$ cat src/rtl/seg_display_scan.sv
// seg_display_scan
//   Time-multiplexed driver for a 4-digit common-anode seven-segment display.
//   Scans one digit per slot of DIV clocks, inserts DEAD_CYC blank cycles at
//   the start of every slot, snapshots all four patterns plus drop_activated
//   once per frame so a frame never tears, and flashes the whole display in
//   BLINK_FRAMES-frame halves while a drop is active. All outputs registered.
//
//   Optional feature: define SEG_DIM_EN to add the dim_level port, which
//   shortens the lit part of each slot to (dim_level+1)/4 of the post-dead span.
//
// Ports
//   clk             in   system clock
//   rst_n           in   asynchronous active-low reset
//   seven_seg1..4   in   7-bit active-high patterns (bit0=a .. bit6=g), 1 = leftmost
//   drop_activated  in   level, 1 = blink the display
//   dim_level       in   2-bit brightness select (SEG_DIM_EN only)
//   an_n            out  active-low anode enables, an_n[3] = leftmost digit
//   seg_n           out  active-low segment cathodes, bit0=a .. bit6=g
//   frame_tick      out  one-cycle pulse at the start of each scan frame
module seg_display_scan #(
    parameter int DIV          = 50000,
    parameter int BLINK_FRAMES = 125,
    parameter int DEAD_CYC     = 2
) (
    input  logic       clk,
    input  logic       rst_n,
    input  logic [6:0] seven_seg1,
    input  logic [6:0] seven_seg2,
    input  logic [6:0] seven_seg3,
    input  logic [6:0] seven_seg4,
    input  logic       drop_activated,
`ifdef SEG_DIM_EN
    input  logic [1:0] dim_level,
`endif
    output logic [3:0] an_n,
    output logic [6:0] seg_n,
    output logic       frame_tick
);

    localparam int SW = $clog2(DIV);
    localparam int BW = (BLINK_FRAMES > 1) ? $clog2(BLINK_FRAMES) : 1;
    localparam logic [SW-1:0] SLOT_LAST  = SW'(DIV - 1);
    localparam logic [SW-1:0] DEAD_C     = SW'(DEAD_CYC);
    localparam logic [BW-1:0] BLINK_LAST = BW'(BLINK_FRAMES - 1);

    typedef enum logic [1:0] {BL_IDLE, BL_ON, BL_OFF} blink_t;

    logic [SW-1:0] slot_cnt_p0;
    logic [1:0]    digit_p0;
    logic          first_p0;
    blink_t        blink_state_p0, blink_nxt;
    logic [BW-1:0] blink_cnt_p0, blink_cnt_nxt;
    logic [6:0]    snap_seg_p0 [4];
    logic          snap_drop_p0;

    logic [6:0]    in_seg [4];
    logic          slot_wrap, frame_start, snap_load;
    logic [6:0]    pat_cur;
    logic          drop_cur;
    logic          in_window, lit;
    logic [3:0]    an_nxt;
    logic [6:0]    seg_nxt;

    always_comb begin
        in_seg[0] = seven_seg1;
        in_seg[1] = seven_seg2;
        in_seg[2] = seven_seg3;
        in_seg[3] = seven_seg4;
    end

    assign slot_wrap   = (slot_cnt_p0 == SLOT_LAST);
    assign frame_start = (slot_cnt_p0 == '0) && (digit_p0 == 2'd0);
    // Capture on the last cycle of digit 3 so the new word is in place for
    // digit 0; also on the very first cycle after reset.
    assign snap_load   = first_p0 || (slot_wrap && (digit_p0 == 2'd3));

    // On the first cycle after reset the snapshot is still empty, so use the
    // live inputs directly; afterwards only the snapshot is ever displayed.
    assign pat_cur  = first_p0 ? in_seg[digit_p0] : snap_seg_p0[digit_p0];
    assign drop_cur = first_p0 ? drop_activated   : snap_drop_p0;

    // Blink FSM: only moves on frame boundaries.
    always_comb begin
        blink_nxt     = blink_state_p0;
        blink_cnt_nxt = blink_cnt_p0;
        if (frame_start) begin
            case (blink_state_p0)
                BL_IDLE: begin
                    blink_cnt_nxt = '0;
                    if (drop_cur) blink_nxt = BL_ON;
                end
                BL_ON, BL_OFF: begin
                    if (!drop_cur) begin
                        blink_nxt     = BL_IDLE;
                        blink_cnt_nxt = '0;
                    end else if (blink_cnt_p0 == BLINK_LAST) begin
                        blink_nxt     = (blink_state_p0 == BL_ON) ? BL_OFF : BL_ON;
                        blink_cnt_nxt = '0;
                    end else begin
                        blink_cnt_nxt = blink_cnt_p0 + 1'b1;
                    end
                end
                default: begin
                    blink_nxt     = BL_IDLE;
                    blink_cnt_nxt = '0;
                end
            endcase
        end
    end

`ifdef SEG_DIM_EN
    localparam int unsigned SPAN = DIV - DEAD_CYC;
    int unsigned on_end;
    always_comb begin
        on_end    = DEAD_CYC + (SPAN * (32'(dim_level) + 32'd1)) / 32'd4;
        in_window = (32'(slot_cnt_p0) < on_end);
    end
`else
    assign in_window = 1'b1;
`endif

    // blink_nxt equals the current state except on the frame's first cycle,
    // where it lets the new blink phase take effect without a one-cycle lag.
    assign lit = (slot_cnt_p0 >= DEAD_C) && in_window && (blink_nxt != BL_OFF);

    always_comb begin
        an_nxt  = 4'b1111;
        seg_nxt = 7'h7F;
        if (lit) begin
            an_nxt[2'd3 - digit_p0] = 1'b0;
            seg_nxt                 = ~pat_cur;
        end
    end

    // Stage p0: scan counters, snapshot, blink state and output pins
    always_ff @(posedge clk or negedge rst_n) begin
        if (!rst_n) begin
            slot_cnt_p0    <= '0;
            digit_p0       <= 2'd0;
            first_p0       <= 1'b1;
            blink_state_p0 <= BL_IDLE;
            blink_cnt_p0   <= '0;
            snap_drop_p0   <= 1'b0;
            for (int i = 0; i < 4; i++) snap_seg_p0[i] <= 7'h00;
            an_n           <= 4'b1111;
            seg_n          <= 7'h7F;
            frame_tick     <= 1'b0;
        end else begin
            first_p0 <= 1'b0;
            if (slot_wrap) begin
                slot_cnt_p0 <= '0;
                digit_p0    <= digit_p0 + 2'd1;
            end else begin
                slot_cnt_p0 <= slot_cnt_p0 + 1'b1;
            end
            if (snap_load) begin
                for (int i = 0; i < 4; i++) snap_seg_p0[i] <= in_seg[i];
                snap_drop_p0 <= drop_activated;
            end
            blink_state_p0 <= blink_nxt;
            blink_cnt_p0   <= blink_cnt_nxt;
            an_n           <= an_nxt;
            seg_n          <= seg_nxt;
            frame_tick     <= frame_start;
        end
    end

endmodule

$ cat config.mk
export PLATFORM = sky130hd
export DESIGN_NAME = seg_display_scan
export DESIGN_NICKNAME = d
export VERILOG_FILES = /design/src/rtl/seg_display_scan.sv
export SDC_FILE = /design/constraint.sdc
export NUM_CORES = 1
export LEC_CHECK = 0
export CAP_MARGIN = 20
export CORE_ASPECT_RATIO = 1.25
export CORE_MARGIN = 3
export CORE_UTILIZATION = 45
export DETAILED_ROUTE_END_ITERATION = 16
export PLACE_DENSITY = 0.75
export SETUP_SLACK_MARGIN = 0.2
export SLEW_MARGIN = 20
export SYNTH_ARGS = -nofsm -noshare
export SYNTH_HDL_FRONTEND = slang
export SYNTH_SLANG_ARGS = --single-unit
$ cat constraint.sdc
create_clock -name clk -period 2.35 [get_ports clk]
set_input_delay 0.705 -clock clk [delete_from_list [all_inputs] [get_ports clk]]
set_output_delay 0.705 -clock clk [all_outputs]
set_load 0.02 [all_outputs]
==> results.yml <==
run_status:
  status: "complete, no violations"
floorplan:
  core_area_um2: 7490
  ios: 43
  die_area_um2: 8920
  die_width_um: 85.1
  die_h_um: 105
  row_count: 35
  start_util_pct: 47.0
grt:
  grt_pass1_wl_mm: 12.1
  grt_start_max_net_pins: 70
  grt_pass1_vias: 2588
  grt_overflow: 0
  grt.total_usage_pct: 17.0
  antenna_found_initial: 0
min_path:
  hold_path.class: "primary input to asynchronous set/reset pin"
clocking:
  cts_sinks: 69
  clock-root-buffer: "clkbuf_8"
  clock_latency_ns: 0.34
  cts_max_path_buffers: 2
  cts_tree: "yes"
  htree_levels: 3
  cts_inserted_buffers: 9
  clk_pin_slew_ns: 0.08
logic_synthesis:
  muxShareOfSynthArea_pct: 21.9
  post-synth-top-count-cell: "dfrtp_1"
  synthCells: 284
  syn-num-nets: 327
  synth-edff-count: 0
  ys_ff_latch: 69
  syn_area_per_cell_um2: 12.4
  synth_xor_area_share_pct: 3.74
  synth_top_family_by_area: "multiplexers"
  synth-simple-area-share_pct: 11.9
  seq_area_frac_synth_pct: 49.5
  synthAdderAreaFrac_pct: 4.27
  netlist.area_leader.share_pct: 40.6
  ys_types: 40
  synthesis.area_um2: 3520
  synth_area_leaders: "dfrtp_1 (41%), dfstp_2 (9.0%), mux4_2 (9.0%), mux2_2 (6.4%), ha_1 (4.3%)"
  synth_top_area_cell: "dfrtp_1"
  synth_compound_area_share_pct: 5.20
  synthTopCellsByCount: "dfrtp_1 (57), mux2_2 (20), nor2_1 (20), nand3_1 (15), mux4_2 (14)"
  ys.flop_type: "dfrtp_1"
  yosys_warnings: 0
  async_reset_ff_share_pct: 100
layout:
  diodes: 0
  fin_util_pct: 59.2
  fin_nets: 393
  layout-area-overhead-vs-synth_pct: 26.1
  layout-drive-gt1-share_pct: 30.7
  fillerInstances: 608
timing:
  setup_viol: 0
  hold_ws_ns: 0.371
  tightestPinTransition_ns: 0.629
  rsz0062_at_grt: "yes"
  tns_ns: 0
  fin_crit_sh_pct: 88.1
  clock_skew_ns: 0.00979
  hold_viol_final: 0
  fin_ws_ns: 0.279
  finalCriticalPeriod_ns: 2.07
  relSlewSlack_pct: 57.7
  fmax_mhz: 483
  slew_violations: 0
worst_setup_path:
  startpoint_type: "register"
  arrival_ns: 2.30
  endpoint_kind: "register"
  critPathKind: "register to register"
  crit_fanout: 14
  crit_required_ns: 2.58
placement:
  gp_congestion: 0.789
  io_buffer_count: 42
  post-place-ws_ns: -0.379
  dp_hpwl_mm: 4.74
pwr:
  total_leakage_power_nw: 1.91
  power_mw: 2.46
  p_per_area_nw_per_um2: 555
  peakVddDrop_uv: 394
drt:
  first_pass_iters: 6
  via_per_inst: 5.40
  routed_wl_mm: 7.02
  drtAntennaViolNets: 0
  drc: 0
  drt_iter0_drc: 88
  wl_per_cell_um: 15.7
  num_vias: 2414
flow_run:
  drv_cap: 0
## cell usage in the layout, fill, tap and decap left out, types with 10 or more instances in the layout
cell,netlist,layout
dfrtp_1,57,55
clkdlybuf4s50_1,0,29
buf_4,2,21
mux2_2,20,20
nor2_1,20,20
nand3_1,15,15
mux4_2,14,14
inv_1,12,12
dfstp_2,12,12
dlygate4sd2_1,0,12
nand2_1,11,11
o21ai_1,9,11
ha_1,12,11
o21ai_0,12,10
mux2_4,10,10
clkbuf_8,0,10
## final cells by class
class | instances | area (um2) | area share (%)
clock inverter | 5 | 35.0 | 0.790
sequential | 69 | 1740 | 39.3
multi-input combinational | 193 | 1750 | 39.6
inverter | 12 | 45.0 | 1.02
tap | 92 | 115 | 2.60
timing repair buffer | 65 | 598 | 13.5
clock buffer | 11 | 141 | 3.19
## power by group
group	leakage, nW	internal [mW]	total (mW)	switching (mW)
logic	0.983	0.174	0.301	0.127
registers	0.835	1.26	1.29	0.0323
clock network	0.0897	0.414	0.867	0.453
total	1.91	1.85	2.46	0.612
## metrics by stage
| step | std cells | cell area, um2 |
|---|---|---|
| 3_3_place_gp | 428 | 4180 |
| 3_5_place_dp | 428 | 4180 |
| 2_1_floorplan | 284 | 3520 |
| 5_1_grt | 447 | 4430 |
| 4_1_cts | 446 | 4410 |
| 6_report | 447 | 4430 |
## flip-flops by register name (all words and copies together), names as in the netlist
register and count:
digit_p0 2, first_p0 1, an_n 4, blink_cnt_p0 7, seg_n 7, snap_drop_p0 1, blink_state_p0 2, snap_seg_p0 28
frame_tick 1, slot_cnt_p0 16
## metal layers
layer | track usage, % | share of wire (%)
met5 | 0 | 0
met3 | 3.47 | 3.2
met4 | 7.47 | 2.6
met2 | 28.5 | 51
met1 | 21.0 | 44
## critical path, stage by stage (launching register included)
cell and delay, ns:
dfrtp_1 0.43, ha_1 0.24, nand3_1 0.16, nor4_4 0.48
a21oi_4 0.28, mux2_4 0.37
## what timing repair did
action	4_1_cts	5_1_grt
endpoints found under the setup margin	52	41
hold buffers	0	0
buffers inserted	0	1
gates cloned	2	0
gates resized for setup	21	4
pin swaps	5	2
## cells by family after synthesis
logic type,after synthesis
buffers and inverters,24
other,1
xor gates and xnor gates,15
AOI/OAI and AO/OA,32
adders and majority gates,12
and+or+nand+nor,79
DFF,69
muxes,52
## worst paths after layout
path	from	to	slack, ns	depth (start not counted)
hold / removal	rst_n	snap_seg_p0[12]$_DFFE_PN0P_	0.37	2
min in group clk	blink_cnt_p0[6]$_DFFE_PN0N_	blink_cnt_p0[6]$_DFFE_PN0N_	0.49	1
setup reg to reg	slot_cnt_p0[1]$_DFF_PN0_	snap_seg_p0[10]$_DFFE_PN0P_	0.28	5
setup / recovery	slot_cnt_p0[1]$_DFF_PN0_	snap_seg_p0[10]$_DFFE_PN0P_	0.28	5
hold reg to reg	blink_cnt_p0[6]$_DFFE_PN0N_	blink_cnt_p0[6]$_DFFE_PN0N_	0.49	1
max in group asynchronous	rst_n	first_p0$_DFF_PN1_	1.66	2
Power figures use the tool's default switching activity.
